## config.mk

```make
export PLATFORM = sky130hd
export DESIGN_NAME = bk_save_streamer_flat
export DESIGN_NICKNAME = d
export VERILOG_FILES = /design/src/rtl/bk_save_streamer_pkg.sv /design/src/rtl/bk_save_if.sv /design/src/rtl/bk_skid_buffer.sv /design/src/rtl/bk_save_streamer.sv /design/src/flat_wrapper.sv
export SDC_FILE = /design/constraint.sdc
export NUM_CORES = 1
export LEC_CHECK = 0
export ABC_AREA = 1
export CAP_MARGIN = 15
export CORE_MARGIN = 1.5
export CORE_UTILIZATION = 30
export DETAILED_ROUTE_END_ITERATION = 16
export PLACE_DENSITY = 0.63
export SLEW_MARGIN = 20
export SYNTH_ARGS = -nofsm -noshare
export SYNTH_HDL_FRONTEND = slang
export SYNTH_HIERARCHICAL = 1
export SYNTH_SLANG_ARGS = --single-unit
```

## constraint.sdc

```tcl
create_clock -name clk_sys -period 3.1 [get_ports clk_sys]
set_input_delay 0.93 -clock clk_sys [delete_from_list [all_inputs] [get_ports clk_sys]]
set_output_delay 0.93 -clock clk_sys [all_outputs]
set_load 0.02 [all_outputs]
```

## src/rtl/bk_save_streamer_pkg.sv

```systemverilog
`default_nettype none
// +----------------------------------------------------------------------+
// | bk_save_streamer_pkg: shared types and constants for the save path.  |
// | Rev 1.0                                                              |
// +----------------------------------------------------------------------+
package bk_save_streamer_pkg;

  localparam int WORDS_PER_SECTOR = 256;
  localparam int SKID_DEPTH       = 2;
  localparam int BK_ADDR_W        = 17;

  typedef logic [15:0] word_t;
  typedef logic [7:0]  sector_t;

  typedef enum logic [2:0] {
    ST_IDLE   = 3'd0,
    ST_REQ    = 3'd1,
    ST_STREAM = 3'd2,
    ST_DRAIN  = 3'd3,
    ST_NEXT   = 3'd4
  } state_t;

endpackage
`default_nettype wire

```

## src/rtl/bk_save_if.sv

```systemverilog
`default_nettype none
// +----------------------------------------------------------------------+
// | bk_save_if: control, backup-RAM, SD and stream signals of the saver. |
// | Rev 1.0                                                              |
// +----------------------------------------------------------------------+
interface bk_save_if;
  import bk_save_streamer_pkg::*;

  logic                 save_req;
  logic                 has_save;
  sector_t              ram_mask_file;
  logic                 cram_wr;
  logic [BK_ADDR_W-1:0] bk_addr;
  word_t                bk_q;
  sector_t              sd_lba;
  logic                 sd_wr;
  logic                 sd_ack;
  word_t                out_data;
  logic                 out_valid;
  logic                 out_ready;
  logic                 busy;
  logic                 done;
  logic                 dirty;

  modport slave (
    input  save_req, has_save, ram_mask_file, cram_wr, bk_q, sd_ack, out_ready,
    output bk_addr, sd_lba, sd_wr, out_data, out_valid, busy, done, dirty
  );

  modport master (
    output save_req, has_save, ram_mask_file, cram_wr, bk_q, sd_ack, out_ready,
    input  bk_addr, sd_lba, sd_wr, out_data, out_valid, busy, done, dirty
  );

endinterface
`default_nettype wire

```

## src/rtl/bk_skid_buffer.sv

```systemverilog
`default_nettype none
// +----------------------------------------------------------------------+
// | bk_skid_buffer: 2-entry valid/ready FIFO absorbing the RAM latency.  |
// | Rev 1.0                                                              |
// +----------------------------------------------------------------------+
module bk_skid_buffer
  import bk_save_streamer_pkg::*;
#(
  parameter int WIDTH = 16
) (
  input  wire logic             clk,
  input  wire logic             rst,
  input  wire logic             flush,
  input  wire logic             in_valid,
  input  wire logic [WIDTH-1:0] in_data,
  output logic                  out_valid,
  output logic [WIDTH-1:0]      out_data,
  input  wire logic             out_ready,
  output logic [1:0]            count
);

  logic [WIDTH-1:0] mem_q [SKID_DEPTH];
  logic [WIDTH-1:0] mem_d [SKID_DEPTH];
  logic             wr_ptr_q, wr_ptr_d;
  logic             rd_ptr_q, rd_ptr_d;
  logic [1:0]       count_q, count_d;
  logic             push, pop;

  assign push      = in_valid && (count_q != 2'(SKID_DEPTH));
  assign pop       = out_valid && out_ready;
  assign out_valid = (count_q != 2'd0);
  assign out_data  = mem_q[rd_ptr_q];
  assign count     = count_q;

  always_comb begin
    mem_d    = mem_q;
    wr_ptr_d = wr_ptr_q;
    rd_ptr_d = rd_ptr_q;
    count_d  = count_q;
    if (flush) begin
      wr_ptr_d = 1'b0;
      rd_ptr_d = 1'b0;
      count_d  = 2'd0;
    end else begin
      if (push) begin
        mem_d[wr_ptr_q] = in_data;
        wr_ptr_d        = ~wr_ptr_q;
      end
      if (pop) begin
        rd_ptr_d = ~rd_ptr_q;
      end
      count_d = count_q + {1'b0, push} - {1'b0, pop};
    end
  end

  always_ff @(posedge clk) begin
    if (rst) begin
      mem_q    <= '{default: '0};
      wr_ptr_q <= 1'b0;
      rd_ptr_q <= 1'b0;
      count_q  <= 2'd0;
    end else begin
      mem_q    <= mem_d;
      wr_ptr_q <= wr_ptr_d;
      rd_ptr_q <= rd_ptr_d;
      count_q  <= count_d;
    end
  end

endmodule
`default_nettype wire

```

## src/rtl/bk_save_streamer.sv

```systemverilog
`default_nettype none
// +----------------------------------------------------------------------+
// | bk_save_streamer: streams cart backup RAM to SD sector by sector.    |
// | Rev 1.0                                                              |
// +----------------------------------------------------------------------+
module bk_save_streamer
  import bk_save_streamer_pkg::*;
(
  input  wire logic clk_sys,
  input  wire logic reset,
  bk_save_if.slave  bus
);

  state_t  state_q, state_d;
  sector_t sector_q, sector_d;
  sector_t mask_q, mask_d;
  logic [7:0] word_idx_q, word_idx_d;
  logic    pend_q, pend_d;
  logic    dirty_q, dirty_d;
  logic    done_q, done_d;

  logic       issue, abort, start;
  logic       sk_valid, sk_pop, space;
  logic [1:0] sk_count;
  logic [2:0] occ_after;
  word_t      sk_data;

  bk_skid_buffer #(.WIDTH(16)) u_skid (
    .clk       (clk_sys),
    .rst       (reset),
    .flush     (abort),
    .in_valid  (pend_q),
    .in_data   (bus.bk_q),
    .out_valid (sk_valid),
    .out_data  (sk_data),
    .out_ready (bus.out_ready),
    .count     (sk_count)
  );

  // A read issued now lands next cycle, so only issue if the buffer will
  // hold at most one word once this cycle's push/pop have settled.
  assign sk_pop    = sk_valid && bus.out_ready;
  assign occ_after = {1'b0, sk_count} + {2'b0, pend_q} - {2'b0, sk_pop};
  assign space     = (occ_after < 3'd2);

  always_comb begin
    state_d    = state_q;
    sector_d   = sector_q;
    mask_d     = mask_q;
    word_idx_d = word_idx_q;
    done_d     = 1'b0;
    issue      = 1'b0;
    abort      = 1'b0;
    start      = 1'b0;
    case (state_q)
      ST_IDLE: begin
        if (bus.save_req && bus.has_save) begin
          start      = 1'b1;
          sector_d   = '0;
          word_idx_d = '0;
          mask_d     = bus.ram_mask_file;
          state_d    = ST_REQ;
        end
      end
      ST_REQ: begin
        // Word 0 is fetched on the ack edge so the first word is out one cycle later.
        if (bus.sd_ack) begin
          issue      = 1'b1;
          word_idx_d = 8'd1;
          state_d    = ST_STREAM;
        end
      end
      ST_STREAM: begin
        if (!bus.sd_ack) begin
          abort      = 1'b1;
          word_idx_d = '0;
          state_d    = ST_IDLE;
        end else if (space) begin
          issue      = 1'b1;
          word_idx_d = word_idx_q + 8'd1;
          if (word_idx_q == 8'(WORDS_PER_SECTOR - 1)) begin
            state_d = ST_DRAIN;
          end
        end
      end
      ST_DRAIN: begin
        if ((sk_count == 2'd0) && !pend_q && !bus.sd_ack) begin
          state_d = ST_NEXT;
        end
      end
      ST_NEXT: begin
        word_idx_d = '0;
        if (sector_q == mask_q) begin
          done_d  = 1'b1;
          state_d = ST_IDLE;
        end else begin
          sector_d = sector_q + 8'd1;
          state_d  = ST_REQ;
        end
      end
      default: state_d = ST_IDLE;
    endcase

    pend_d = issue;

    if (bus.cram_wr) begin
      dirty_d = 1'b1;
    end else if (start) begin
      dirty_d = 1'b0;
    end else if (abort) begin
      dirty_d = 1'b1;
    end else begin
      dirty_d = dirty_q;
    end
  end

  always_ff @(posedge clk_sys) begin
    if (reset) begin
      state_q    <= ST_IDLE;
      sector_q   <= '0;
      mask_q     <= '0;
      word_idx_q <= '0;
      pend_q     <= 1'b0;
      dirty_q    <= 1'b0;
      done_q     <= 1'b0;
    end else begin
      state_q    <= state_d;
      sector_q   <= sector_d;
      mask_q     <= mask_d;
      word_idx_q <= word_idx_d;
      pend_q     <= pend_d;
      dirty_q    <= dirty_d;
      done_q     <= done_d;
    end
  end

  assign bus.bk_addr   = ((state_q == ST_REQ) || (state_q == ST_STREAM)) ?
                         {1'b0, sector_q, word_idx_q} : '0;
  assign bus.sd_lba    = sector_q;
  assign bus.sd_wr     = (state_q == ST_REQ) || (state_q == ST_STREAM);
  assign bus.out_data  = sk_data;
  assign bus.out_valid = sk_valid;
  assign bus.busy      = (state_q != ST_IDLE);
  assign bus.done      = done_q;
  assign bus.dirty     = dirty_q;

endmodule
`default_nettype wire

```

## src/flat_wrapper.sv

```systemverilog
// flat-port wrapper written by rule: the top's interface ports become plain ports
module bk_save_streamer_flat import bk_save_streamer_pkg::*;
  (clk_sys, reset, bus_save_req, bus_has_save, bus_ram_mask_file, bus_cram_wr, bus_bk_q, bus_sd_ack, bus_out_ready, bus_bk_addr, bus_sd_lba, bus_sd_wr, bus_out_data, bus_out_valid, bus_busy, bus_done, bus_dirty);
  bk_save_if bus_i ();
  input  wire logic clk_sys;
  input  wire logic reset;
  input wire logic [$bits(bus_i.save_req)-1:0] bus_save_req;
  input wire logic [$bits(bus_i.has_save)-1:0] bus_has_save;
  input wire logic [$bits(bus_i.ram_mask_file)-1:0] bus_ram_mask_file;
  input wire logic [$bits(bus_i.cram_wr)-1:0] bus_cram_wr;
  input wire logic [$bits(bus_i.bk_q)-1:0] bus_bk_q;
  input wire logic [$bits(bus_i.sd_ack)-1:0] bus_sd_ack;
  input wire logic [$bits(bus_i.out_ready)-1:0] bus_out_ready;
  output wire logic [$bits(bus_i.bk_addr)-1:0] bus_bk_addr;
  output wire logic [$bits(bus_i.sd_lba)-1:0] bus_sd_lba;
  output wire logic [$bits(bus_i.sd_wr)-1:0] bus_sd_wr;
  output wire logic [$bits(bus_i.out_data)-1:0] bus_out_data;
  output wire logic [$bits(bus_i.out_valid)-1:0] bus_out_valid;
  output wire logic [$bits(bus_i.busy)-1:0] bus_busy;
  output wire logic [$bits(bus_i.done)-1:0] bus_done;
  output wire logic [$bits(bus_i.dirty)-1:0] bus_dirty;
  assign bus_i.save_req = bus_save_req;
  assign bus_i.has_save = bus_has_save;
  assign bus_i.ram_mask_file = bus_ram_mask_file;
  assign bus_i.cram_wr = bus_cram_wr;
  assign bus_i.bk_q = bus_bk_q;
  assign bus_i.sd_ack = bus_sd_ack;
  assign bus_i.out_ready = bus_out_ready;
  assign bus_bk_addr = bus_i.bk_addr;
  assign bus_sd_lba = bus_i.sd_lba;
  assign bus_sd_wr = bus_i.sd_wr;
  assign bus_out_data = bus_i.out_data;
  assign bus_out_valid = bus_i.out_valid;
  assign bus_busy = bus_i.busy;
  assign bus_done = bus_i.done;
  assign bus_dirty = bus_i.dirty;
  bk_save_streamer u_core (.clk_sys(clk_sys), .reset(reset), .bus(bus_i));
endmodule
```

Word level (Yosys, flattened, before mapping)
Index checks and enable logic that the tools add are counted.
{ "classes": {"add_sub_neg": 6, "order_cmp": 4, "n_eq_ne": 13, "n_mux": 34, "n_bitwise": 6, "reduce_logical": 23} }
{ "op_table": {"columns": ["operator", "n"], "rows": [
  ["2-to-1 mux 16 bit", 5],
  ["2-to-1 mux 8 bit", 5],
  ["bitwise mux 32 bit", 1],
  ["one-hot mux 8 bit (4 select lines)", 1],
  ["2-to-1 mux 3 bit", 6],
  ["adder 8 x 1 -> 8 bit, second input constant", 2],
  ["demux 16 bit (select 1 bit)", 1],
  ["one-hot mux 8 bit (2 select lines)", 1],
  ["one-hot mux 3 bit (5 select lines)", 1],
  ["2-to-1 mux 1 bit", 12],
  ["== test 8 bit", 1],
  ["== test 8 bit, second input constant", 1],
  ["== test 3 x 2 -> 1 bit, second input constant", 2],
  ["logical AND 1 bit", 6],
  ["inequality test 2 bit, second input constant", 3],
  ["inequality test 3 x 2 -> 1 bit, second input constant", 2],
  ["nonzero test 3 bit", 2],
  ["AND reduction 5 bit", 1],
  [">= comparator 2 bit, second input constant", 2],
  ["inequality test 2 x 1 -> 1 bit, second input constant", 2],
  ["NOT 1 bit", 4],
  ["NOT 1 -> 2 bit", 2],
  ["AND reduction 2 bit", 2],
  ["AND reduction 4 bit", 1],
  ["17 further kinds", 20]
]} }
{ "word_totals": {"ff_bits": 66, "inputBits": 31, "output_inout_bits": 46, "word_cells": 98} }

Logic depth before layout (Yosys ltp)
{ "depth": {"ltp_word": 7, "ltp_mapped": 15, "mapped_depth_nobuf": 15} }

By module
The synthesis kept the hierarchy.
{ "by_module_without_submodules": {"columns": ["module", "instances", "cells_each", "area_per_inst_um2", "seq_area_each_um2"], "rows": [
  ["bk_save_streamer", 1, 288, 1855.5, 600.6],
  ["bk_skid_buffer", 1, 303, 1833.0, 720.7]
]} }

Least setup slack after synthesis
No wires, ideal clock.
{ "synth_timing": {"path_kind": "input-to-reg", "start": "in bus_out_ready", "end": "reg u_core.word_idx_q[1]", "setup_ns": 0.132, "arrival_ns": 2.674, "required_ns": 2.968, "slack_ns": 0.294, "stages": 10, "path_buffers": 0, "path_cell_list": "nand2_1 > inv_1 > ha_1 > or2_2 > fa_1 > nand3_1 > a21oi_1 > nand3_1 > nand2_1 > a21oi_1"} }
{ "synth_via": {"elab_chain_len": 5} }
{ "synth_lines": {"columns": ["item", "line_no", "source"], "rows": [
  ["start: declaration", "flat_wrapper.sv:13", "input wire logic [$bits(bus_i.out_ready)-1:0] bus_out_ready;"],
  ["logical AND 1 bit", "bk_save_streamer.sv:42", "assign sk_pop = sk_valid && bus.out_ready;"],
  ["subtractor 3 x 1 -> 3 bit", "bk_save_streamer.sv:43", "assign occ_after = {1'b0, sk_count} + {2'b0, pend_q} - {2'b0, sk_pop};"],
  ["less-than comparator 3 x 2 -> 1 bit", "bk_save_streamer.sv:44", "assign space = (occ_after < 3'd2);"],
  ["inequality test 3 x 2 -> 1 bit (no line)", null, null],
  ["AND reduction 4 bit (no line)", null, null],
  ["end signal: assignment", "bk_save_streamer.sv:130", "word_idx_q <= word_idx_d;"],
  ["end: declaration", "bk_save_streamer.sv:17", "logic [7:0] word_idx_q, word_idx_d;"]
]} }
No other way between the ends.
A chain may end at the register's enable or synchronous reset.

Worst setup path in the final report
{ "layout_timing": {"start": "in bus_out_ready", "end": "reg u_core.state_q[0]"} }
{ "layout_via": {"elab_chain_len": 5} }
{ "layout_lines": {"columns": ["item", "line_no", "source"], "rows": [
  ["logical AND 1 bit", "bk_save_streamer.sv:42", null],
  ["subtractor 3 x 1 -> 3 bit", "bk_save_streamer.sv:43", null],
  ["less-than comparator 3 x 2 -> 1 bit", "bk_save_streamer.sv:44", null],
  ["inequality test 3 x 2 -> 1 bit (no line)", null, null],
  ["AND reduction 5 bit (no line)", null, null],
  ["end signal: assignment", "bk_save_streamer.sv:127", "state_q <= state_d;"],
  ["end: declaration", "bk_save_streamer.sv:14", "state_t state_q, state_d;"]
]} }
No other way between the ends.

==> flow_metrics.py <==
metrics = {
    "route": {
        "ant_nets": 0,
        "drc": 0,
        "num_vias": 3613,
        "wl_um": 8970,
        "met1_length_um": 4260,
        "first_iter_violations": 194,
        "routed_via_density": 4.42,
        "wl_met3_um": 386,
        "wl_met2_um": 4170,
        "topRoutingLayerUsed": "met4",
        "wl_per_cell_um": 11.0,
        "dr.pass1.iters": 4,
    },
    "min_path": {
        "min_path_type": "register to register",
        "min_path_cells": 2,
    },
    "sta": {
        "setup-violations-final": 0,
        "fin_hold_ws_ns": 0.460,
        "finClkSkew_ns": 0.00453,
        "hold_viol_final": 0,
        "setup_tns_ns": 0,
        "setup_ws_ns": 0.102,
        "fin_crit_sh_pct": 96.7,
        "relSlewSlack_pct": 64.3,
        "min_period_ns": 3.00,
        "max_freq_mhz": 334,
        "tightest_slew_ns": 0.533,
        "drv_slew": 0,
    },
    "clocking": {
        "cts_buffers": 9,
        "cts_tree": "yes",
        "post_cts_buffers": 0,
        "h-tree-depth": 3,
        "clkTransAtPathRegs_ns": 0.06,
        "clk_path_buf_depth": 2,
        "cts-root-buf": "clkbuf_16",
        "insertion_delay_ns": 0.33,
        "clock_sinks": 66,
    },
    "cells_and_area": {
        "syn2layout_area_growth_pct": 33.6,
        "num-fill-cells": 1246,
        "finalNonFillerCells": 817,
        "final_cell_area_um2": 4930,
        "layout.nets": 702,
        "mostFrequentLayoutCell": "nand2_1",
        "layout_common_cells": "nand2_1, inv_1, nor2_1",
        "diodes": 0,
        "drive_above_1_share_pct": 7.91,
    },
    "logic_synthesis": {
        "synth_edf_count": 0,
        "synthArstFlopShare_pct": 0,
        "synth_ff_type": "dfxtp_1",
        "synth_area_um2": 3690,
        "synth_seq_cells": 66,
        "seq_area_frac_synth_pct": 35.8,
        "yosysWarnings": 6,
        "netlist_instances": 591,
        "syn-num-nets": 628,
        "synth.distinct_cells": 35,
        "synth.avg_cell_area_um2": 6.24,
    },
    "setup_path": {
        "crit_chain": "clkdlybuf4s50_1, nand2_1, inv_1, ha_1, or2_2, fa_1, nand3_2, a21oi_2, buf_4, nand3_2, inv_2, nand2_1, a21oi_1",
        "cp-start-kind": "input port",
        "slowest_stage": "fa_1",
        "crit_type": "input port to register",
        "slowest_delay_ns": 0.50,
        "cp.required_ns": 3.35,
        "r2r_cells": 14,
        "cp_max_fo": 4,
        "endpoint_kind": "register",
        "regToRegSetupSlack_ns": 0.54,
        "cp_data_arrival_time_ns": 3.25,
    },
    "global_route": {
        "grt_pass1_wl_um": 15100,
        "grt_max_degree": 33,
        "grt_pass1_vias": 3324,
        "grt_util_all_layers_pct": 14.6,
        "antenna_found_initial": 0,
        "grt_overflow": 0,
    },
    "power_and_ir_drop": {
        "power_density_nw_per_um2": 671,
        "irDropWorstVdd_uv": 368,
        "p_leak_uw": 0.00213,
    },
    "floorplanning": {
        "io_pins": 77,
        "die-area_um2": 13000,
        "die_x_um": 114,
        "die-height_um": 114,
        "coreArea_um2": 12000,
        "row_count": 40,
        "initial_core_util_pct": 30.7,
    },
    "job": {
        "maxCapViolCount": 0,
    },
    "placement": {
        "port_buffers": 75,
        "dp_slack_ns": -0.312,
        "dp_hpwl_um": 6380,
        "dp_cells": 800,
        "gp_congestion": 0.819,
        "place_area_um2": 4590,
    },
    "run_status": {
        "status": "completed",
    },
}
[metal layers]
layer	track usage, %	vias to the layer above
met5	0	-
met4	5.67	0
met3	3.61	13
met2	23.9	61
met1	18.5	1607
li1	-	1932
[worst max-delay path: cells and delay by family]
family / cells / cell delay [ns]
buf+inv: 4 / 0.73
fa+ha+maj: 2 / 0.71
simple gates: 5 / 0.60
compound gates: 2 / 0.29
[stage by stage]
step / total power (uW) / util, %
floorplan: 1880 / -
global placement: 2230 / 38.2
detailed placement: 2260 / 38.2
CTS: 3300 / 40.8
global route: 3550 / 41.0
finish: 3310 / 41.0
[synthesized netlist by cell type, types with 4 or more instances]
cell	n	area [um2]
nand2_1	148	556
inv_1	114	428
nor2_1	90	338
dfxtp_1	66	1320
nand3_1	37	185
o21ai_0	32	160
a21oi_1	30	150
buf_2	8	40.0
clkbuf_1	7	26.3
xnor2_1	6	52.6
ha_1	5	62.6
nand4_1	5	31.3
inv_2	4	15.0
nand2_2	4	25.0
xor2_1	4	35.0
[worst paths after layout]
check / end / start
setup / recovery: u_core/state_q[0]$_SDFFE_PP0P_ / bus_out_ready
hold / removal: u_core/mask_q[4]$_SDFFE_PP0P_ / u_core/mask_q[4]$_SDFFE_PP0P_
setup reg to reg: u_core/state_q[0]$_SDFFE_PP0P_ / u_core/u_skid/count[1]$_SDFF_PP0_
hold reg to reg: u_core/mask_q[4]$_SDFFE_PP0P_ / u_core/mask_q[4]$_SDFFE_PP0P_
[logic make-up (layout without fill, tap and decap cells)]
logic type | after synthesis | in the layout | synth area share (%)
AO/OA/AOI/OAI | 66 | 66 | 9.19
XOR/XNOR | 10 | 10 | 2.37
adder cells (fa/ha/maj) | 6 | 6 | 2.24
buffers and inverters | 140 | 218 | 15.0
flip-flops | 66 | 66 | 35.8
other | 1 | 1 | 0.102
AND/OR/NAND/NOR | 302 | 303 | 35.3
[sequential cells by signal, summed over array words and instances, names as in the netlist]
register / flops
u_core/bus.sd_lba: 8
u_core/bus.done: 1
u_core/mask_q: 8
u_core/u_skid/rd_ptr_q: 1
u_core/state_q: 3
u_core/pend_q: 1
u_core/u_skid/count: 2
u_core/u_skid/mem_q: 32
u_core/u_skid/wr_ptr_q: 1
u_core/word_idx_q: 8
u_core/bus.dirty: 1
[area by class of cell]
| type | instances | area, um2 | area share, % |
|---|---|---|---|
| clock buffer | 11 | 253 | 5.13 |
| clock inverter | 5 | 52.6 | 1.07 |
| inverter | 120 | 455 | 9.24 |
| multi-input combinational | 386 | 1850 | 37.5 |
| sequential | 66 | 1320 | 26.8 |
| tap | 147 | 184 | 3.73 |
| timing repair buffer | 82 | 816 | 16.6 |
[timing repair]
action | in CTS | in global routing
gates resized for setup | 0 | 8
endpoints found under the setup margin | 0 | 11
endpoints found under the hold margin | 0 | 0
hold buffers | 0 | 0
[where the power goes]
group / switching [uW] / internal, uW
sequential: 69.4 / 955
combinational: 797 / 457
clock: 368 / 661
total: 1230 / 2070
Note: power is estimated with default switching activity, not from simulation.
